## config.mk

```make
export PLATFORM = sky130hd
export DESIGN_NAME = cfg_frame_rx
export DESIGN_NICKNAME = d
export VERILOG_FILES = /design/src/rtl/cfg_frame_rx_pkg.sv /design/src/rtl/uart_rx_byte.sv /design/src/rtl/cfg_frame_rx.sv
export SDC_FILE = /design/constraint.sdc
export NUM_CORES = 1
export LEC_CHECK = 0
export ABC_AREA = 1
export CAP_MARGIN = 20
export CORE_MARGIN = 5
export CORE_UTILIZATION = 49
export CTS_BUF_LIST = sky130_fd_sc_hd__clkbuf_4
export CTS_CLUSTER_DIAMETER = 30
export CTS_CLUSTER_SIZE = 20
export DETAILED_ROUTE_END_ITERATION = 8
export PLACE_DENSITY = 0.7
export SLEW_MARGIN = 20
export SYNTH_ARGS = -nofsm -noshare
export SYNTH_HDL_FRONTEND = slang
export SYNTH_SLANG_ARGS = --single-unit
```

## constraint.sdc

```tcl
create_clock -name clk -period 3.4 [get_ports clk]
set_input_delay 0.85 -clock clk [delete_from_list [all_inputs] [get_ports clk]]
set_output_delay 0.85 -clock clk [all_outputs]
set_load 0.02 [all_outputs]
```

## src/rtl/cfg_frame_rx_pkg.sv

```systemverilog
// cfg_frame_rx_pkg
//   Shared definitions for the configuration-frame UART receiver and the
//   control FSM that consumes its frames:
//     - default baud divider
//     - bit-level receiver state encoding
//     - cfg_data field positions (cmd, eep address, data)
package cfg_frame_rx_pkg;

  localparam int BAUD_DIV_DEF = 2604;

  typedef enum logic [1:0] {
    RX_IDLE  = 2'd0,
    RX_START = 2'd1,
    RX_DATA  = 2'd2,
    RX_STOP  = 2'd3
  } rx_state_e;

  // cfg_data field layout
  localparam int CFG_CMD_HI = 19;
  localparam int CFG_CMD_LO = 18;
  localparam int CFG_EEP_HI = 17;
  localparam int CFG_EEP_LO = 16;
  localparam int CFG_DAT_HI = 13;
  localparam int CFG_DAT_LO = 0;

  function automatic logic [1:0] cfg_cmd(input logic [23:0] f);
    return f[CFG_CMD_HI:CFG_CMD_LO];
  endfunction

  function automatic logic [1:0] cfg_eep(input logic [23:0] f);
    return f[CFG_EEP_HI:CFG_EEP_LO];
  endfunction

  function automatic logic [13:0] cfg_dat(input logic [23:0] f);
    return f[CFG_DAT_HI:CFG_DAT_LO];
  endfunction

endpackage

```

## src/rtl/uart_rx_byte.sv

```systemverilog
// uart_rx_byte
//   8N1 UART byte receiver, LSB first.
//   Ports:
//     clk, rst_n : clock, async active-low reset
//     i_rx       : raw serial line (idle high)
//     o_byte     : last shifted byte (valid while o_rdy is high)
//     o_rdy      : one-cycle strobe, byte accepted (stop bit sampled 1)
//     o_err      : one-cycle strobe, framing error (stop bit sampled 0)
//   Strobes are combinational in the stop-bit sample cycle so the frame
//   assembler can register them with a single cycle of latency.
module uart_rx_byte
  import cfg_frame_rx_pkg::*;
#(
  parameter int BAUD_DIV = BAUD_DIV_DEF,
  parameter int HALF_DIV = BAUD_DIV / 2
) (
  input  logic       clk,
  input  logic       rst_n,
  input  logic       i_rx,
  output logic [7:0] o_byte,
  output logic       o_rdy,
  output logic       o_err
);

  localparam int            CW        = $clog2(BAUD_DIV + 1);
  localparam logic [CW-1:0] BAUD_LAST = CW'(BAUD_DIV - 1);
  localparam logic [CW-1:0] HALF_LAST = CW'(HALF_DIV - 1);

  logic [1:0]    r_sync;
  logic          r_rx_d;
  logic          w_rx;
  rx_state_e     r_state, w_state_nxt;
  logic [CW-1:0] r_cnt, w_cnt_nxt;
  logic [2:0]    r_bit, w_bit_nxt;
  logic [7:0]    r_shift, w_shift_nxt;
  logic          w_rdy, w_err;

  assign w_rx = r_sync[1];

  // Two-flop synchronizer plus one delayed copy for falling-edge detect.
  always_ff @(posedge clk or negedge rst_n) begin
    if (!rst_n) begin
      r_sync <= 2'b11;
      r_rx_d <= 1'b1;
    end else begin
      r_sync <= {r_sync[0], i_rx};
      r_rx_d <= w_rx;
    end
  end

  always_ff @(posedge clk or negedge rst_n) begin
    if (!rst_n) begin
      r_state <= RX_IDLE;
      r_cnt   <= '0;
      r_bit   <= '0;
      r_shift <= '0;
    end else begin
      r_state <= w_state_nxt;
      r_cnt   <= w_cnt_nxt;
      r_bit   <= w_bit_nxt;
      r_shift <= w_shift_nxt;
    end
  end

  always_comb begin
    w_state_nxt = r_state;
    w_cnt_nxt   = r_cnt + 1'b1;
    w_bit_nxt   = r_bit;
    w_shift_nxt = r_shift;
    w_rdy       = 1'b0;
    w_err       = 1'b0;
    case (r_state)
      RX_IDLE: begin
        w_cnt_nxt = '0;
        if (r_rx_d && !w_rx) w_state_nxt = RX_START;
      end
      RX_START: begin
        // Mid start bit: a line already back high was a glitch.
        if (r_cnt == HALF_LAST) begin
          w_cnt_nxt   = '0;
          w_bit_nxt   = '0;
          w_state_nxt = w_rx ? RX_IDLE : RX_DATA;
        end
      end
      RX_DATA: begin
        if (r_cnt == BAUD_LAST) begin
          w_cnt_nxt   = '0;
          w_shift_nxt = {w_rx, r_shift[7:1]};
          w_bit_nxt   = r_bit + 3'd1;
          if (r_bit == 3'd7) w_state_nxt = RX_STOP;
        end
      end
      RX_STOP: begin
        if (r_cnt == BAUD_LAST) begin
          w_cnt_nxt   = '0;
          w_state_nxt = RX_IDLE;
          if (w_rx) w_rdy = 1'b1;
          else      w_err = 1'b1;
        end
      end
      default: w_state_nxt = RX_IDLE;
    endcase
  end

  assign o_byte = r_shift;
  assign o_rdy  = w_rdy;
  assign o_err  = w_err;

endmodule

```

## src/rtl/cfg_frame_rx.sv

```systemverilog
// cfg_frame_rx
//   Receives 3-byte configuration frames over an 8N1 UART and presents the
//   assembled 24-bit word to the control FSM.
//   Ports:
//     clk, rst_n : clock, async active-low reset
//     RX         : serial line (idle high)
//     clr_rdy    : strobe from control FSM, consumes the current frame
//     cfg_data   : last complete frame, byte 0 in [23:16]
//     frm_rdy    : frame available and not yet consumed
//     frm_err    : one-cycle pulse on framing error
//     overrun    : one-cycle pulse when an unconsumed frame is overwritten
module cfg_frame_rx
  import cfg_frame_rx_pkg::*;
#(
  parameter int BAUD_DIV = BAUD_DIV_DEF,
  parameter int HALF_DIV = BAUD_DIV / 2
) (
  input  logic        clk,
  input  logic        rst_n,
  input  logic        RX,
  input  logic        clr_rdy,
  output logic [23:0] cfg_data,
  output logic        frm_rdy,
  output logic        frm_err,
  output logic        overrun
);

  logic [7:0]  w_byte;
  logic        w_byte_rdy, w_byte_err, w_frame_done;
  logic [1:0]  r_idx;
  logic [15:0] r_asm;   // bytes 0 and 1; byte 2 goes straight to cfg_data
  logic [23:0] r_cfg;
  logic        r_rdy, r_err, r_ovr;

  uart_rx_byte #(
    .BAUD_DIV (BAUD_DIV),
    .HALF_DIV (HALF_DIV)
  ) u_rx (
    .clk    (clk),
    .rst_n  (rst_n),
    .i_rx   (RX),
    .o_byte (w_byte),
    .o_rdy  (w_byte_rdy),
    .o_err  (w_byte_err)
  );

  assign w_frame_done = w_byte_rdy && (r_idx == 2'd2);

  always_ff @(posedge clk or negedge rst_n) begin
    if (!rst_n) begin
      r_idx <= '0;
      r_asm <= '0;
      r_cfg <= '0;
      r_rdy <= 1'b0;
      r_err <= 1'b0;
      r_ovr <= 1'b0;
    end else begin
      r_err <= w_byte_err;
      r_ovr <= 1'b0;
      // Byte index survives idle gaps; only an error or a full frame resets it.
      if (w_byte_err) begin
        r_idx <= '0;
      end else if (w_byte_rdy) begin
        case (r_idx)
          2'd0: begin
            r_asm[15:8] <= w_byte;
            r_idx       <= 2'd1;
          end
          2'd1: begin
            r_asm[7:0]  <= w_byte;
            r_idx       <= 2'd2;
          end
          default: begin
            r_cfg <= {r_asm, w_byte};
            r_idx <= 2'd0;
            r_ovr <= r_rdy && !clr_rdy;
          end
        endcase
      end
      // Completion outranks a same-cycle clear.
      if (w_frame_done)  r_rdy <= 1'b1;
      else if (clr_rdy)  r_rdy <= 1'b0;
    end
  end

  assign cfg_data = r_cfg;
  assign frm_rdy  = r_rdy;
  assign frm_err  = r_err;
  assign overrun  = r_ovr;

endmodule
```

# ---- Word-level counts from Yosys, hierarchy flattened
# Cells that the tools add are included.
dict set report word_totals {
  word_cells 75
  inputBits 4
  output_inout_bits 27
  ff_bits 73
}
dict set report op_classes {
  bitwise 2
  eq_ne 13
  n_addsub 2
  muxes 27
  reduce_logical 18
}
# cell count
set ops {}
lappend ops {{$pmux 12 s3} 1}
lappend ops {{$mux 12} 2}
lappend ops {{$mux 2} 8}
lappend ops {{$add 12x1->12 const B} 1}
lappend ops {{$eq 12x11->1 const B} 1}
lappend ops {{$eq 12x12->1 const B} 1}
lappend ops {{$reduce_and 3->1} 4}
lappend ops {{$mux 1} 11}
lappend ops {{$ne 2x1->1 const B} 5}
lappend ops {{$pmux 2 s4} 1}
lappend ops {{$eq 2x2->1 const B} 3}
lappend ops {{$mux 3} 2}
lappend ops {{$pmux 3 s2} 1}
lappend ops {{$reduce_bool 2->1} 3}
lappend ops {{$reduce_and 5->1} 1}
lappend ops {{$eq 2x1->1 const B} 2}
lappend ops {{$logic_not 2->1} 2}
lappend ops {{$pmux 2 s2} 1}
lappend ops {{$reduce_or 2->1} 2}
lappend ops {{$add 3x1->3 const B} 1}
lappend ops {{$eq 3x3->1 const B} 1}
lappend ops {{$logic_and 1x1->1} 3}
lappend ops {{$logic_not 1->1} 2}
lappend ops {{$not 1->1} 2}
lappend ops {{$reduce_and 2->1} 1}

# ---- Logic depth before layout (Yosys ltp)
# Gate-level depths: netlist of run 1.
dict set report depth {
  ltp_word 5
  ltp_mapped 10
  depth_no_buf 9
}

# ---- By module
# A second synthesis of run 1 with hierarchy kept.
dict set report unflattened {
  cells_unflattened 354
  area_unflattened_um2 3138.0
}
# module n_inst cells_each seq_area_each_um2 area_per_inst_um2
set modules_own_cells {}
lappend modules_own_cells {cfg_frame_rx 1 192 1126.1 1774.2}
lappend modules_own_cells {uart_rx_byte 1 162 704.4 1363.8}

# ---- Worst setup path after synthesis of run 1
# No wires, ideal clock.
dict set report synth_timing {
  kind {register to register}
  startpoint {reg u_rx.r_cnt[0]}
  endpoint {reg r_asm[0]}
  path_stages_with_launch 10
  path_slack_ns 1.744
  path_buffers 1
  setup_ns 0.113
  arrival_time_ns 1.543
  synth_period_minus_slack_ns 1.656
  required_ns 3.287
  path_cell_list {dfrtp_1 > ha_1 > nand2_1 > nor2_2 > nand3_2 > nor3_4 > buf_6 > nand3_1 > nand2_1 > inv_1}
}
dict set report synth_between {
  elab_chain_cells 5
  word_cells_on_any_way 7
  classes_between {eq/ne (1); mux (4); bitwise (1); reduce/logical (1)}
}
# item line_no
set synth_rtl {}
lappend synth_rtl {{start: declaration} uart_rx_byte.sv:33} ;# logic [CW-1:0] r_cnt, w_cnt_nxt;
lappend synth_rtl {{start signal: assignment} uart_rx_byte.sv:59} ;# r_cnt <= w_cnt_nxt;
lappend synth_rtl {{$eq 12x12->1 (*)} uart_rx_byte.sv:94} ;# if (r_cnt == BAUD_LAST) begin
lappend synth_rtl {{$mux 1} uart_rx_byte.sv:94}
lappend synth_rtl {{$mux 1} uart_rx_byte.sv:72} ;# case (r_state)
lappend synth_rtl {{$not 1->1 (no source line)} --}
lappend synth_rtl {{$reduce_and 3->1 (no source line) (*)} --}
lappend synth_rtl {{end signal: assignment} cfg_frame_rx.sv:70} ;# r_asm[7:0] <= w_byte;
lappend synth_rtl {{end: declaration} cfg_frame_rx.sv:31} ;# logic [15:0] r_asm;
# Every way passes the cells marked *; elsewhere a longest branch is shown, timed or not.
# A chain may end at the register's enable or synchronous reset.

# ---- Worst setup path in the final report of run 1
dict set report layout_timing {
  startpoint {reg r_cfg[22], in the netlist cfg_data[22]}
  endpoint {out cfg_data[22]}
}
# item line_no
set layout_lines {}
lappend layout_lines {{start: declaration} cfg_frame_rx.sv:32} ;# logic [23:0] r_cfg;
lappend layout_lines {{start signal: assignment} cfg_frame_rx.sv:74} ;# r_cfg <= {r_asm, w_byte};
lappend layout_lines {{end: declaration} cfg_frame_rx.sv:22} ;# output logic [23:0] cfg_data,
# No word-level cell between the ends.

==> impl.org, run 1 <==
** Run status
- Outcome :: finished, final reports clean

** Pwr
- Power per Cell Area :: 417.2 nW/um^2
- The worst-case IR drop observed on VDD is 0.0003865 V.
- Leakage :: 2.018 nW

** Flow run
- Across the run, the number of max-cap violations was 0.

** Logic synthesis
- Most used flip-flop cell after synthesis :: sky130_fd_sc_hd__dfrtp_1
- By instance count, the leading cell after synthesis is sky130_fd_sc_hd__nand2_1.
- After Yosys synthesis, XOR and XNOR cells account for 1.786% of the synthesized area.
- Of the post-synthesis cell area, the dominant cell type holds 51.04%.
- Synthesis produced a netlist with a net count of 416.
- In this run the mean area of a mapped cell was 8.495 um^2.
- The synthesized netlist devotes 2.698% of its cell area to compound gates.
- For this run, asynchronously set or reset flops after synthesis account for 100.0%.
- After Yosys synthesis, full adders, half adders and majority gates account for 2.917% of the synthesized area.
- Summing the sequential cell areas from Yosys gives 53.34% of the chip area.
- Cell type with the largest total area after synthesis :: sky130_fd_sc_hd__dfrtp_1
- By count the netlist is led by 126 x sky130_fd_sc_hd__nand2_1, 70 x sky130_fd_sc_hd__dfrtp_1, 60 x sky130_fd_sc_hd__inv_1, 29 x sky130_fd_sc_hd__nand4_1, 24 x sky130_fd_sc_hd__nand3_1.
- Synth Area in Simple Gates :: 30.11%
- For this run, the number of Yosys warnings is 0.
- Measured against the total synthesized area, the mux share comes to 0%.
- Post-synthesis cell area :: 3432 um^2
- Post-synthesis cell count :: 404
- Synth cell types :: 27
- Number of synthesized flops with an enable pin :: 0
- Dominant combinational cell family by area after synthesis :: simple AND/OR/NAND/NOR gates
- FF+latch count, synth :: 73
- Most area-consuming cells after synthesis :: sky130_fd_sc_hd__dfrtp_1 51%, sky130_fd_sc_hd__nand2_1 14%, sky130_fd_sc_hd__inv_1 6.6%, sky130_fd_sc_hd__nand4_1 5.3%, sky130_fd_sc_hd__nand3_1 3.5%

** Drt
- The detailed router put a total of 3028 um of wire on met1.
- Routed signal wires occupy layers up through met4.
- Met2 wire length :: 3244 um
- DR vias/cell :: 4.957
- Met3 WL post-DR :: 359 um
- Wirelength, routed :: 6717 um
- Overall via count from detail_route :: 2657
- Number of remaining DRC errors :: 0
- The pre-antenna-repair detailed-routing pass consisted of 4 iterations.
- Initial DRC Count :: 160
- Residual antenna-violating net count after detailed routing :: 0
- Average routed wire per standard cell :: 12.53 um

** CTS
- Counting along the longest clock path gives a buffer depth of 2.
- Root Buffer :: sky130_fd_sc_hd__clkbuf_4
- In this run, CTS created clock tree buffers numbering 9.
- Clock-pin slew was measured on the worst setup and hold paths at 0.13 ns.
- Post-CTS Setup Repair Bufs :: 0
- Clk sink count :: 73
- After clock tree synthesis, the repair step resized 0 gates.
- The H-tree generated during clock tree synthesis spans 3 levels.
- Clock latency on the worst-skew pair, taken at its later pin, is 0.42 ns.
- TritonCTS built the clock tree.
- The number of hold buffers added after CTS was 0.

** Setup path
- Largest fanout on the critical path :: 2
- The slowest stage of the critical path is the sky130_fd_sc_hd__clkdlybuf4s50_1 cell.
- The number of buffers and inverters on the critical path is 1.
- STA classifies the critical path startpoint as a flop.
- CP delay by family, top :: buffers and inverters
- At the worst endpoint, the arrival time is 1.41 ns.
- Worst Setup Path Type :: reg -> out
- Biggest cell delay along the critical path :: 0.61 ns
- Crit path capture type :: output pin
- Cell-by-cell listing of the critical path :: clkdlybuf4s50_1
- Required time at the worst-slack endpoint :: 2.55 ns

** Global route
- The number of global-route vias before repair came to 2627.
- Gr ovfl total :: 0
- GRT Util Overall :: 17.22%
- The first global-routing pass estimated 12010 um of wire.
- Antenna violations before repair :: 0
- Largest net degree at the start of global routing :: 40

** Placed design
- Buffers placed on the I/O ports in this run total 30.
- Detailed placement ended at an HPWL of 4621 um.
- Routability-driven placement finished with a final weighted congestion of 0.8479.

** Floorplanning
- In this run the standard cell core region covers 6794 um^2.
- Floorplan die height :: 93.69 um
- After floorplanning, the core was divided into 30 placement rows.
- 31 I/O pins were placed.
- The die is 93.69 um wide.
- Once the floorplan was initialized, standard cells occupied 50.52% of the core.
- The floorplan step defined a die boundary enclosing 8778 um^2.

** Timing
- Max Clock Skew :: 0.01261 ns
- Max transition margin :: 31.05%
- The final number of hold-violating endpoints came to 0.
- Derived from the worst setup path, the maximum achievable clock frequency is 442.6 MHz.
- Slew @ Worst Pin :: 1.034 ns
- Adding up every negative setup slack in the final design gives 0 ns.
- The number of pins exceeding their max-slew limit in the final report came to 0.
- Of the available clock period, the critical path in the final layout requires 66.46%.
- Hold WS :: 0.3641 ns
- Final number of setup-violating endpoints :: 0
- Setup repair after global routing left no endpoint under its margin.
- Subtracting the final worst setup slack from the clock period gives 2.260 ns.

** Worst hold path
- The worst hold path belongs to the class reg -> reg.

** Layout
- 0 antenna diodes ended up in the layout.
- Share of cells above drive strength 1 :: 9.318%
- At the end of the flow, the number of nets in the layout was 447.
- Cells fill 57.64% of the core in the end.
- From synthesis to final layout, the design area changed by 14.11%.
-- cell families after synthesis --
family | count (synthesis)
buf+inv | 75
fa+ha+maj | 8
compound gates | 18
flops | 73
simple gates | 223
xor+xnor | 7
-- sequential cells by signal (all words and copies together), names as in the netlist, 2 cells and up, named ones only --
signal / count
u_rx.r_bit: 3
r_asm: 16
u_rx.o_byte: 8
r_idx: 2
cfg_data: 24
u_rx.r_cnt: 12
u_rx.r_sync: 2
-- layer usage --
metal	vias to the layer above	global-route usage, %
li1	1337	-
met1	1248	22.04
met2	65	28.44
met3	7	3.365
met4	0	7.341
met5	-	0
-- path summary, 6_finish.rpt --
path                           startpoint             end  slack, ns  depth (start not counted)
min in group asynchronous           rst_n     cfg_data[4]       0.50                          1
max in group asynchronous           rst_n  u_rx.r_sync[0]       2.15                          2
hold / removal             u_rx.r_sync[0]  u_rx.r_sync[1]       0.36                          0
setup reg to reg            u_rx.r_cnt[0]     cfg_data[8]       1.37                          8
setup / recovery             cfg_data[22]    cfg_data[22]       1.14                          1
hold reg to reg            u_rx.r_sync[0]  u_rx.r_sync[1]       0.36                          0
-- stage by stage --
| step | setup slack (ns) | total power, mW | instances | instance area, um^2 |
|---|---|---|---|---|
| 3_5_place_dp | 1.378 | 1.188 | 520 | 3801 |
| 5_1_grt | 1.080 | 1.731 | 536 | 3916 |
| 2_1_floorplan | 1.744 | 1.115 | 404 | 3432 |
| 3_3_place_gp | 1.450 | 1.176 | 520 | 3801 |
| 6_report | 1.140 | 1.634 | 536 | 3916 |
| 4_1_cts | 1.124 | 1.652 | 536 | 3916 |
-- cell usage in the layout, fill, tap and decap left out --
master	n
sky130_fd_sc_hd__nand4_1	29
sky130_fd_sc_hd__nor3_4	1
sky130_fd_sc_hd__or2_2	2
sky130_fd_sc_hd__clkinv_2	3
sky130_fd_sc_hd__a21oi_1	2
sky130_fd_sc_hd__buf_4	2
sky130_fd_sc_hd__nor3_2	1
sky130_fd_sc_hd__buf_12	1
sky130_fd_sc_hd__inv_1	60
sky130_fd_sc_hd__clkinv_4	2
sky130_fd_sc_hd__xnor2_1	1
sky130_fd_sc_hd__clkbuf_4	9
sky130_fd_sc_hd__nand3_1	24
sky130_fd_sc_hd__buf_2	1
sky130_fd_sc_hd__xor2_1	6
sky130_fd_sc_hd__clkinvlp_4	2
sky130_fd_sc_hd__clkdlybuf4s50_1	29
sky130_fd_sc_hd__nand2_2	1
sky130_fd_sc_hd__inv_2	2
sky130_fd_sc_hd__ha_1	8
sky130_fd_sc_hd__nand2_1	126
sky130_fd_sc_hd__nand3_4	1
sky130_fd_sc_hd__nor2_1	21
sky130_fd_sc_hd__o31ai_1	1
sky130_fd_sc_hd__nor2_2	5
sky130_fd_sc_hd__nand3_2	4
sky130_fd_sc_hd__dfrtp_1	70
sky130_fd_sc_hd__dfstp_2	3
sky130_fd_sc_hd__nor3_1	7
sky130_fd_sc_hd__o21ai_0	15
sky130_fd_sc_hd__nor2_4	1
-- where the power goes --
group / total [mW] / switching [mW] / internal [mW]
combinational: 0.245 / 0.174 / 0.0705
clock: 0.464 / 0.316 / 0.148
sequential: 0.925 / 0.0286 / 0.897
-- layout make-up --
type                       count  area (um^2)
fill                         620         2878
sequential                    73         1831
multi-input combinational    256         1287
timing repair buffer          33        330.3
inverter                      62        232.7
tap                           96        120.1
clock buffer                   9        67.56
clock inverter                 7        47.55
Power figures use the tool's default switching activity.
==> run 2, diff against run 1 <==
--- a/config.mk
+++ b/config.mk
@@ -13,7 +13,7 @@
 export CTS_CLUSTER_DIAMETER = 30
 export CTS_CLUSTER_SIZE = 20
 export DETAILED_ROUTE_END_ITERATION = 8
-export PLACE_DENSITY = 0.7
+export PLACE_DENSITY = 0.72
 export SLEW_MARGIN = 20
 export SYNTH_ARGS = -nofsm -noshare
 export SYNTH_HDL_FRONTEND = slang
==> constraint.sdc (replaced) <==
create_clock -name clk -period 2 [get_ports clk]
set_input_delay 0.5 -clock clk [delete_from_list [all_inputs] [get_ports clk]]
set_output_delay 0.5 -clock clk [all_outputs]
set_load 0.02 [all_outputs]
==> run 2 against run 1 <==
Net effect:
- clock skew increased by 0.0022 ns
- combinational power increased by 67%
- setup slack got worse by 1.1 ns
- critical path depth unchanged
- non-clock buffer count increased by 2
- via count increased by 0.34%
- final cell count increased by 0.37%
- highest routed layer unchanged
==> impl.org, run 2 (same netlist as run 1, synthesis figures left out) <==
** Run status
- Outcome :: finished, final reports clean

** Setup path
- CP delay by family, top :: buffers and inverters
- Worst-case register-to-register setup slack :: 0.27 ns (-1.10 ns)
- Library cell contributing the largest single delay on the critical path :: sky130_fd_sc_hd__clkdlybuf4s50_1
- Cell-by-cell listing of the critical path :: clkdlybuf4s50_1
- Launch instance of the worst register-to-register path :: u_rx.r_cnt[0]
- The worst setup path is launched from a flop.
- The peak fanout along the critical path is 2 (unchanged).
- Crit path capture type :: output pin
- The critical path is of the reg -> out type.
- The endpoint identified for the worst register-to-register timing path is r_asm[4].
- Required time at the worst-slack endpoint :: 1.50 ns (-1.05 ns)
- The endpoint arrival time on the critical path is 1.43 ns (+0.02 ns).
- Crit path buf inv count :: 1 (unchanged)
- The maximum single-stage delay on the critical path is 0.61 ns (about the same).
- Cell depth of the worst flop-to-flop path :: 9 (+1)

** Floorplanning
- Std-Cell Core Area :: 6794 um^2 (unchanged)
- # rows :: 30 (unchanged)
- Num ports :: 31 (unchanged)
- Initial cell density of the core :: 50.52% (unchanged)
- The vertical die dimension came to 93.69 um (unchanged).
- Die Width :: 93.69 um (unchanged)
- Die outline area :: 8778 um^2 (unchanged)

** Timing
- The setup total negative slack came to 0 ns (unchanged).
- Timing-limited maximum frequency :: 519.0 MHz
- Fin. max-slew vios :: 0 (unchanged)
- For the finished layout, the period the worst path requires is 1.927 ns.
- Final Hold Vio Count :: 0 (unchanged)
- Max Clock Skew :: 0.01479 ns (+0.002187 ns)
- Max transition margin :: 71.14% (+40 points)
- Setup repair after global routing left no endpoint under its margin.
- Post-route fraction of the period consumed by the critical path :: 96.33%
- The slew at the pin closest to its max-slew limit is 0.4319 ns (-0.6024 ns).
- Final number of setup-violating endpoints :: 0 (unchanged)

** CTS
- TritonCTS built the clock tree.
- CTS placed an instance of sky130_fd_sc_hd__clkbuf_4 at the clock tree root.
- Post-CTS Setup Repair Bufs :: 0 (unchanged)
- The clock slew seen by the registers of the worst setup and hold paths came to 0.12 ns (about the same).
- Number of buffers between clock root and the deepest sink :: 2 (unchanged)
- The total number of H-tree levels was 3 (unchanged).
- The quantity of gates resized following cts was 0 (unchanged).
- The number of sinks driven by the clock tree came to 73 (unchanged).
- Hold buffer count at CTS :: 0 (unchanged)
- The clock insertion delay at the later pin of the skew report came to 0.44 ns (+0.02 ns).
- Number of buffers inserted during clock tree synthesis :: 9 (unchanged)

** Pwr
- Total design power :: 2.918 mW (+79%)
- The maximum VDD drop was 0.0005373 V (+39%).
- The power per cell area was 736.5 nW/um^2 (+77%).
- The leakage power of the design came to 2.056 nW (+1.9%).

** Drt
- The remaining antenna violation count came to 0 (unchanged).
- Router iterations before antenna repair :: 4 (unchanged)
- The violation count after the first detailed-routing iteration is 173 (+8.1%).
- The post-detailed-routing wire length came to 6726 um (+0.13%).
- The via total after detailed routing was 2666 (+0.34%).
- The via count normalized by instance count is 4.955 (about the same).
- Number of remaining DRC errors :: 0 (unchanged)
- Average routed wire per standard cell :: 12.50 um (-0.24%)

** Global route
- The number of global-route vias before repair is 2612 (-0.57%).
- The initial antenna violation count came to 0 (unchanged).
- The maximum number of pins on one net before global-route repair is 74 (+85%).
- GRT Util Overall :: 17.54% (+0.32 points)
- The total congestion overflow is 0 (unchanged).
- Wire length of the first global-routing pass :: 12030 um (+0.22%)

** Layout
- The total number of nets in the final design was 449 (+0.45%).
- The top cell types in the final layout, fill and taps aside, are 125 x sky130_fd_sc_hd__nand2_1, 69 x sky130_fd_sc_hd__dfrtp_1, 60 x sky130_fd_sc_hd__inv_1, 29 x sky130_fd_sc_hd__nand4_1, 28 x sky130_fd_sc_hd__clkdlybuf4s50_1.
- Area added between synthesis and finish :: 15.42%
- The layout filler cell count came to 619 (-0.16%).
- Antenna cells :: 0 (unchanged)
- Non-filler cells in the finished layout :: 538 (+0.37%)
- The library cell used most frequently in the layout, excluding fill and tap cells, is sky130_fd_sc_hd__nand2_1.
- Flip-flop count of the largest register after layout :: 24 (unchanged)
- Share of cells above drive strength 1 :: 10.18% (+0.86 points)

** Placed design
- The final estimated routing congestion in global placement came to 0.8412 (-0.79%).
- The number of cells in the design after placement was 522 (+0.38%).
- HPWL after detailed placement :: 4587 um (-0.74%)
- IO buf count :: 30 (unchanged)

** Flow run
- The number of max-cap violations was 0 (unchanged).

** Worst hold path
- In this run the worst hold path is classified as in -> async.
-- run 2: layout make-up --
cell class | instances | area, um^2 | area share, %
Tap cell | 96 | 120.1 | 3.032
Timing Repair Buffer | 35 | 347.8 | 8.781
Clock inverter | 7 | 68.82 | 1.737
Clock buffer | 9 | 67.56 | 1.706
Multi-Input combinational cell | 256 | 1292 | 32.63
Sequential cell | 73 | 1832 | 46.24
Inverter | 62 | 232.7 | 5.875
-- run 2: stage by stage --
step / instance area (um^2) / hold WS [ns] / worst slack (ns) / utilization (%)
after detailed placement: 3816 / 0.3472 / 0.1652 / 56.17
after global routing: 3961 / 0.07076 / 0.005285 / 58.31
final: 3961 / 0.05913 / 0.07332 / 58.31
after floorplan: 3432 / 0.2044 / 0.3442 / -
after CTS: 3953 / 0.07117 / 0.03866 / 58.18
after global placement: 3816 / 0.3458 / 0.2338 / 56.17
-- run 2: worst max path at each step --
stage                       start              to  slack (ns)  cells past startpoint
floorplan           u_rx.r_cnt[0]        r_asm[0]        0.34                      9
finish               cfg_data[22]    cfg_data[22]        0.07                      1
global placement    u_rx.r_cnt[0]  u_rx.r_cnt[11]        0.23                      8
detailed placement  u_rx.r_cnt[0]  u_rx.r_cnt[11]        0.17                      8
CTS                  cfg_data[17]    cfg_data[17]        0.04                      1
global route         cfg_data[20]    cfg_data[20]       0.005                      1
-- run 2: where the power goes --
part / internal, mW / switching [mW] / leakage [nW]
clock: 0.378 / 0.547 / 0.0737
combinational: 0.123 / 0.287 / 0.977
sequential: 1.53 / 0.0563 / 1.00
total: 2.03 / 0.890 / 2.06
-- run 2: worst reg2reg max path, stage by stage (launching register included) --
cell	delay [ns]
sky130_fd_sc_hd__dfrtp_2	0.43
sky130_fd_sc_hd__ha_2	0.25
sky130_fd_sc_hd__nand2_1	0.08
sky130_fd_sc_hd__nor2_2	0.12
sky130_fd_sc_hd__nand3_2	0.15
sky130_fd_sc_hd__nor2_1	0.20
sky130_fd_sc_hd__nand3_2	0.22
sky130_fd_sc_hd__nand2_1	0.12
sky130_fd_sc_hd__nand2_1	0.07
sky130_fd_sc_hd__inv_1	0.05
-- run 2: metal layers --
layer | vias to the layer above | share of wire (%) | GRT usage [%]
met5 | - | 0 | 0
met4 | 0 | 1.2 | 7.100
met3 | 8 | 5.7 | 5.288
met2 | 52 | 48 | 28.62
met1 | 1262 | 45 | 21.70
li1 | 1344 | - | -
==> run 3, diff against run 2 <==
--- a/config.mk
+++ b/config.mk
@@ -7,12 +7,14 @@
 export LEC_CHECK = 0
 export ABC_AREA = 1
 export CAP_MARGIN = 20
+export CORE_ASPECT_RATIO = 1.1
 export CORE_MARGIN = 5
 export CORE_UTILIZATION = 49
 export CTS_BUF_LIST = sky130_fd_sc_hd__clkbuf_4
 export CTS_CLUSTER_DIAMETER = 30
 export CTS_CLUSTER_SIZE = 20
 export DETAILED_ROUTE_END_ITERATION = 8
+export MAX_ROUTING_LAYER = met4
 export PLACE_DENSITY = 0.72
 export SLEW_MARGIN = 20
 export SYNTH_ARGS = -nofsm -noshare
==> run 3 against run 2 <==
Net effect:
- critical path depth unchanged
- total power up 3.4%
- via count up 0.45%
- maximum frequency up 0.68%
- die area about the same
- clock skew about the same
- non-clock buffer count up 1
- core utilization down 1.1 points
- largest power group unchanged
==> impl.org, run 3 (same netlist as run 1, synthesis figures left out) <==
** Drt
- The remaining antenna violation count was 0 (unchanged).
- Average routed wire per standard cell :: 12.65 um (+1.2%)
- The number of search-and-repair iterations in the first detailed-routing pass was 6 (+2).
- DR vias/cell :: 5.082 (+2.5%)
- Wirelength, routed :: 6665 um (-0.91%)
- The residual DRC count was 0 (unchanged).
- The violation count after the first detailed-routing iteration was 88 (-49%).
- Overall via count from detail_route :: 2678 (+0.45%)

** Global route
- The total routing usage reported by global routing came to 16.66% (-0.88 points).
- The number of global-route vias before repair is 2632 (+0.77%).
- The total congestion overflow was 0 (unchanged).
- Wire length of the first global-routing pass :: 11740 um (-2.4%)
- The initial antenna violation count came to 0 (unchanged).
- Largest net degree at the start of global routing :: 74 (unchanged)

** CTS
- The quantity of gates resized following cts was 0 (unchanged).
- TritonCTS built the clock tree.
- Root Buffer :: sky130_fd_sc_hd__clkbuf_4
- Post-CTS Setup Repair Bufs :: 0 (unchanged)
- CTS H-tree lvls :: 3 (unchanged)
- Clk sink count :: 73 (unchanged)
- The clock slew seen by the registers of the worst setup and hold paths was 0.12 ns (about the same).
- Worst-skew pair later-pin latency :: 0.42 ns (-0.02 ns)
- The number of buffers inserted for hold repair after clock tree synthesis was 0 (unchanged).
- The total CTS buffers came to 9 (unchanged).
- The buffer depth of the longest clock path came to 2 (unchanged).

** Floorplanning
- The number of cell rows is 32 (+6.7%).
- The starting density of the core was 49.55% (-0.97 points).
- The die width was 89.80 um (-4.2%).
- Die outline area :: 8780 um^2 (about the same)
- The number of placed I/O pins came to 31 (unchanged).
- Std-Cell Core Area :: 6927 um^2 (+2.0%)
- Floorplan die height :: 97.78 um (+4.4%)

** Setup path
- The maximum single-stage delay on the critical path came to 0.62 ns (about the same).
- The peak fanout along the critical path was 2 (unchanged).
- Cell-by-cell listing of the critical path :: clkdlybuf4s50_1
- STA classifies the critical path startpoint as a flop.
- The critical path in this run is classified as reg -> out.
- Among all stages on the critical path, the largest delay is contributed by sky130_fd_sc_hd__clkdlybuf4s50_1.
- Critical Path Source :: cfg_data[16]
- The data required time at the worst endpoint came to 1.50 ns (about the same).
- Crit path capture type :: output pin
- Worst-case register-to-register setup slack :: 0.16 ns (-0.11 ns)
- The endpoint arrival time on the critical path came to 1.41 ns (-0.02 ns).
- The combined buffer and inverter count along the critical path came to 1 (unchanged).
- Launch instance of the worst register-to-register path :: u_rx.r_cnt[0]
- Broken down by cell family, the worst path's largest delay share belongs to buffers and inverters.

** Timing
- Setup repair after global routing left no endpoint under its margin.
- The worst max-slew margin expressed relative to the limit came to 70.06% (-1.1 points).
- The final number of hold-violating endpoints is 0 (unchanged).
- Setup_tns :: 0 ns (unchanged)
- Shortest period the worst path allows :: 1.914 ns (-0.01297 ns)
- Max Clock Skew :: 0.01471 ns (-0.00008390 ns)
- The slew at the pin closest to its max-slew limit is 0.4480 ns (+0.01611 ns).
- The timing-limited maximum frequency is 522.5 MHz (+0.68%).
- Post-route fraction of the period consumed by the critical path :: 95.69% (-0.65 points)
- Final number of setup-violating endpoints :: 0 (unchanged)
- Fin. max-slew vios :: 0 (unchanged)

** Placed design
- The number of buffer cells added on primary ports is 30 (unchanged).
- HPWL after detailed placement :: 4549 um (-0.82%)
- The final estimated routing congestion in global placement came to 0.8432 (+0.24%).

** Layout
- Antenna cells :: 0 (unchanged)
- Flip-flop count of the largest register after layout :: 24 (unchanged)
- The library cell used most frequently in the layout, excluding fill and tap cells, is sky130_fd_sc_hd__nand2_1.
- Leaving out fill and tap cells, the most frequent cells in the layout are 126 x sky130_fd_sc_hd__nand2_1, 70 x sky130_fd_sc_hd__dfrtp_1, 60 x sky130_fd_sc_hd__inv_1, 29 x sky130_fd_sc_hd__nand4_1, 29 x sky130_fd_sc_hd__clkdlybuf4s50_1.
- Share of cells above drive strength 1 :: 9.729% (-0.45 points)
- The relative area change from synthesis to final layout is 15.49% (about the same).
- The total number of nets in the final design came to 450 (+0.22%).
- The final design utilization is 57.23% (-1.1 points).

** Pwr
- Power per Cell Area :: 760.9 nW/um^2 (+3.3%)
- Leakage :: 2.047 nW (-0.43%)
- Maximum ir drop on the vdd rail :: 0.0004443 V (-17%)

** Flow run
- Maximum Capacitance Violations :: 0 (unchanged)

** Run status
- The flow ran to the end, and the final reports show no timing, DRC or antenna violations.

** Worst hold path
- The worst hold path belongs to the class in -> async.
==> run 3: path summary, 6_finish.rpt <==
path	depth (start not counted)	to
worst min register to register	0	u_rx.r_sync[1]
worst min-delay path	2	frm_rdy
worst max-delay path	1	cfg_data[16]
max in group asynchronous	2	u_rx.r_sync[1]
min in group clk	0	u_rx.r_sync[1]
worst max register to register	8	cfg_data[1]
==> run 3: area by class of cell <==
cell class	count	area, um^2
clock buffer	9	67.56
clock inverter	6	83.83
fill	616	2963
inverter	62	232.7
multi-input combinational	256	1290
sequential	73	1831
tap	85	106.4
timing repair buffer	36	352.8
==> run 3: stage by stage <==
step                      cell area [um^2]  instances  total power [mW]  hold WS [ns]  setup slack (ns)
after floorplan                       3432        404             1.895        0.2044            0.3442
after global placement                3810        512             2.022        0.3455            0.2583
after detailed placement              3810        512             2.045        0.3475            0.1913
after CTS                             3961        527             3.055       0.08479           0.05530
after global routing                  3964        527             3.193       0.08488           0.01540
final                                 3964        527             3.016       0.06883           0.08629
==> run 3: metal layers <==
layer / global-route usage [%] / up-vias / wire, um
met5: - / - / 0
met4: 7.674 / 0 / 136
met3: 4.622 / 14 / 276
met2: 27.03 / 53 / 3313
met1: 19.15 / 1267 / 2938
li1: - / 1344 / -
==> run 3: where the power goes <==
part	total (mW)	internal, mW	switching, mW	leakage, nW
clock	1.00	0.494	0.508	0.0754
combinational	0.436	0.139	0.297	0.965
sequential	1.58	1.52	0.0546	1.01
==> RTL edit 1, RTL diff (flow settings as in run 1) <==
Put one more register stage on the output `overrun`, with the module's reset. The value now appears one clock later. The other outputs are not delayed to match. Comments in the files are not updated.
--- a/src/rtl/cfg_frame_rx.sv
+++ b/src/rtl/cfg_frame_rx.sv
@@ -86,6 +86,12 @@
   assign cfg_data = r_cfg;
   assign frm_rdy  = r_rdy;
   assign frm_err  = r_err;
-  assign overrun  = r_ovr;
+  always_ff @(posedge clk or negedge rst_n) begin
+    if (!rst_n) begin
+      overrun <= '0;
+    end else begin
+      overrun <= r_ovr;
+    end
+  end
 
 endmodule
Behaviour: same outputs for any inputs over 10 cycles, from zero or initial values and one cycle with rst_n low; that may be too few to reach the edited logic, so the function may still have changed.
==> RTL edit 1 against run 1 <==
  * Sequential cell count increased by 1
  * Synthesized cell count rose by 0.25%
  * Power is 8.8% higher
  * Global-route usage fell by 0.29 points
  * Routed wire length grew 0.95%
  * Synthesized area increased by 0.73%
  * Sequential share of layout area fell by 0.091 points
  * Worst setup slack gained 0.0054 ns
  * Hold slack worse by 0.0023 ns
  * Highest routed layer unchanged
  * Design area is 1.6% higher
  * Critical path type unchanged
==> RTL edit 1: results (changes against run 1) <==
metric	value	unit	change
total detailed-routing wirelength	6.78	mm	+0.95%
Register-to-Register Setup Slack	1.33	ns	-0.04 ns
total clock network power	0.599	mW	+29%
minimum hold slack	0.362	ns	-0.00231 ns
list of most frequent post-synthesis cells	sky130_fd_sc_hd__nand2_1 (126), sky130_fd_sc_hd__dfrtp_1 (71), sky130_fd_sc_hd__inv_1 (60)		
synthesized netlist net count	417		+0.24%
gr usage total	16.9	%	-0.29 points
wire length on met1	3.02	mm	-0.26%
hpwl dp	4.75	mm	+2.9%
vias in the first global route	2648		+0.80%
vias	2680		+0.87%
synthesized-area fraction occupied by ao, oa, aoi and oai cells	2.68	%	-0.020 points
synthesized-area fraction occupied by adder cells	2.90	%	-0.021 points
pin count of the biggest net entering global routing	38		-5.0%
fraction of synthesized cell area in xor and xnor cells	1.77	%	-0.013 points
Critical Path Start	cfg_data[18]		
placed instance area	0.00382	mm2	+0.53%
Worst-Margin Slew	1.04	ns	+0.00527 ns
destination of the worst hold path	overrun		
Power per Cell Area	447	mW/mm2	+7.1%
result of the run	complete, no violations		
Syn Area/Cell	8.54	um2	+0.48%
ratio of cells with drive above 1 in the final layout	9.28	%	-0.042 points
leakage power	2.05	nW	+1.8%
launch point of the worst hold path	r_ovr		
net total in the final layout	449		+0.45%
Reg2Reg Capture Point	cfg_data[1]		
sequential element share of the synthesized area	53.7	%	+0.34 points
first-pass GRT wire length	11.8	mm	-1.4%
Fin Clk Skew	0.0110	ns	-0.00162 ns
Design Area, Final	0.00398	mm2	+1.6%
RTL edit 1: area by class of cell:
| class | count | area, um2 | share of cell area (%) |
|---|---|---|---|
| Clock inverter | 6 | 81.3 | 2.04 |
| Clock buffer | 10 | 75.1 | 1.89 |
| Sequential cell | 74 | 1860 | 46.6 |
| Tap cell | 96 | 120 | 3.02 |
| Inverter | 62 | 233 | 5.85 |
| Multi-Input combinational cell | 256 | 1290 | 32.4 |
| Timing Repair Buffer | 34 | 325 | 8.18 |
RTL edit 1: worst max path at each step:
stage                   end  slack, ns  cells past startpoint
6_report       cfg_data[18]       1.15                      1
5_1_grt        cfg_data[13]       1.06                      1
4_1_cts        cfg_data[18]       1.11                      1
3_5_place_dp   cfg_data[18]       1.34                      9
3_3_place_gp    cfg_data[1]       1.42                      9
2_1_floorplan      r_asm[0]       1.74                      9
RTL edit 1: layer usage:
metal | track usage, % | up-vias
met5 | 0 | -
met1 | 20.0 | 1281
met2 | 28.8 | 46
met3 | 5.77 | 13
met4 | 5.66 | 0
li1 | - | 1340
==> RTL edit 2, RTL diff (settings of run 1) <==
Without the edit above. Encoding of `rx_state_e`: now one-hot (4 bits for 4 states).
--- a/src/rtl/cfg_frame_rx_pkg.sv
+++ b/src/rtl/cfg_frame_rx_pkg.sv
@@ -8,11 +8,11 @@
 
   localparam int BAUD_DIV_DEF = 2604;
 
-  typedef enum logic [1:0] {
-    RX_IDLE  = 2'd0,
-    RX_START = 2'd1,
-    RX_DATA  = 2'd2,
-    RX_STOP  = 2'd3
+  typedef enum logic [3:0] {
+    RX_IDLE  = 4'b0001,
+    RX_START = 4'b0010,
+    RX_DATA  = 4'b0100,
+    RX_STOP  = 4'b1000
   } rx_state_e;
 
   // cfg_data field layout
Check against the original RTL: same outputs for any inputs over 10 cycles, from zero or initial values and one cycle with rst_n low; not proved beyond that.
==> RTL edit 2 against run 1 <==
  * Power up 18%
  * Sequential cell count up 2
  * Worst setup slack worse by 0.0077 ns
  * Via count up 5.1%
  * Design area up 1.9%
  * Synthesized area up 1.2%
  * Routed wire length up 3.9%
  * Sequential power up 7.1%
  * Combinational power up 60%
  * Clock skew up 0.0049 ns
  * Critical path type unchanged
  * Largest cell class unchanged
==> RTL edit 2: results (changes against run 1) <==
metric	value	unit	change
hpwl dp	4.90	mm	+6.0%
Initial DRC Count	153		-4.4%
leakage power	2.05	nW	+1.7%
synthesized-area fraction occupied by ao, oa, aoi and oai cells	1.01	%	-1.7 points
sequential element share of the synthesized area	54.2	%	+0.84 points
fraction of power consumed by combinational cells	20.3	%	+5.3 points
clock share of power	28.5	%	about the same
Fin Clk Skew	0.0175	ns	+0.00486 ns
met2 Usage GRT	29.5	%	+1.0 points
number of antenna violations at the first check in global routing	0		unchanged
net total in the final layout	443		-0.89%
number of distinct library cells after synthesis	25		-7.4%
synthesized netlist net count	412		-0.96%
total sequential power	0.991	mW	+7.1%
GPL Wtd Cong	0.848		about the same
total iterations of the first detailed-routing run	5		+1
wire length on met1	3.24	mm	+7.1%
ratio of cells with drive above 1 in the final layout	9.55	%	+0.23 points
maximum resistive drop on vdd	0.000327	V	-15%
data arrival time of the critical path	1.42	ns	
Worst-Margin Slew	0.936	ns	-0.0981 ns
capture point of the worst path	cfg_data[19]		
met3 routed WL	247	um	-31%
pin count of the biggest net entering global routing	45		+13%
buffers inserted during post-CTS setup optimization	0		unchanged
total detailed-routing wirelength	6.98	mm	+3.9%
global routing usage on met1	21.9	%	-0.095 points
total internal power	1.29	mW	+16%
placed instance area	0.00385	mm2	+1.2%
result of the run	complete, no violations		
fraction of synthesized cell area in xor and xnor cells	1.51	%	-0.27 points
post-DR vias/cell	5.21		+5.1%
gr usage total	17.3	%	+0.10 points
first-pass GRT wire length	12.2	mm	+2.0%
met3 Resource Use GR	3.29	%	-0.080 points
list of most frequent post-synthesis cells	sky130_fd_sc_hd__nand2_1 (148), sky130_fd_sc_hd__dfrtp_1 (71), sky130_fd_sc_hd__nand4_1 (52)		
RTL edit 2: cells by family (layout without fill, tap and decap cells):
group | Yosys count | after routing
flip-flops | 75 | 75
AO/OA/AOI/OAI | 7 | 7
AND/OR/NAND/NOR | 268 | 268
buffers and inverters | 44 | 80
XOR/XNOR | 6 | 6
adder cells (fa/ha/maj) | 4 | 4
RTL edit 2: layout make-up:
type                            count  area [um2]
Fill cell                         653        2840
Sequential cell                    75        1880
Multi-Input combinational cell    285        1400
Timing Repair Buffer               34         338
Tap cell                           96         120
Inverter                           30         113
Clock buffer                       10        75.1
Clock inverter                      6        66.3
RTL edit 2: through the flow:
step	hold WS (ns)	setup WS (ns)	cells	utilization [%]
2_1_floorplan	0.345	1.82	404	-
3_3_place_gp	0.347	1.42	520	56.3
3_5_place_dp	0.348	1.37	520	56.3
4_1_cts	0.365	1.11	536	58.4
5_1_grt	0.368	1.07	536	58.4
6_report	0.363	1.13	536	58.4
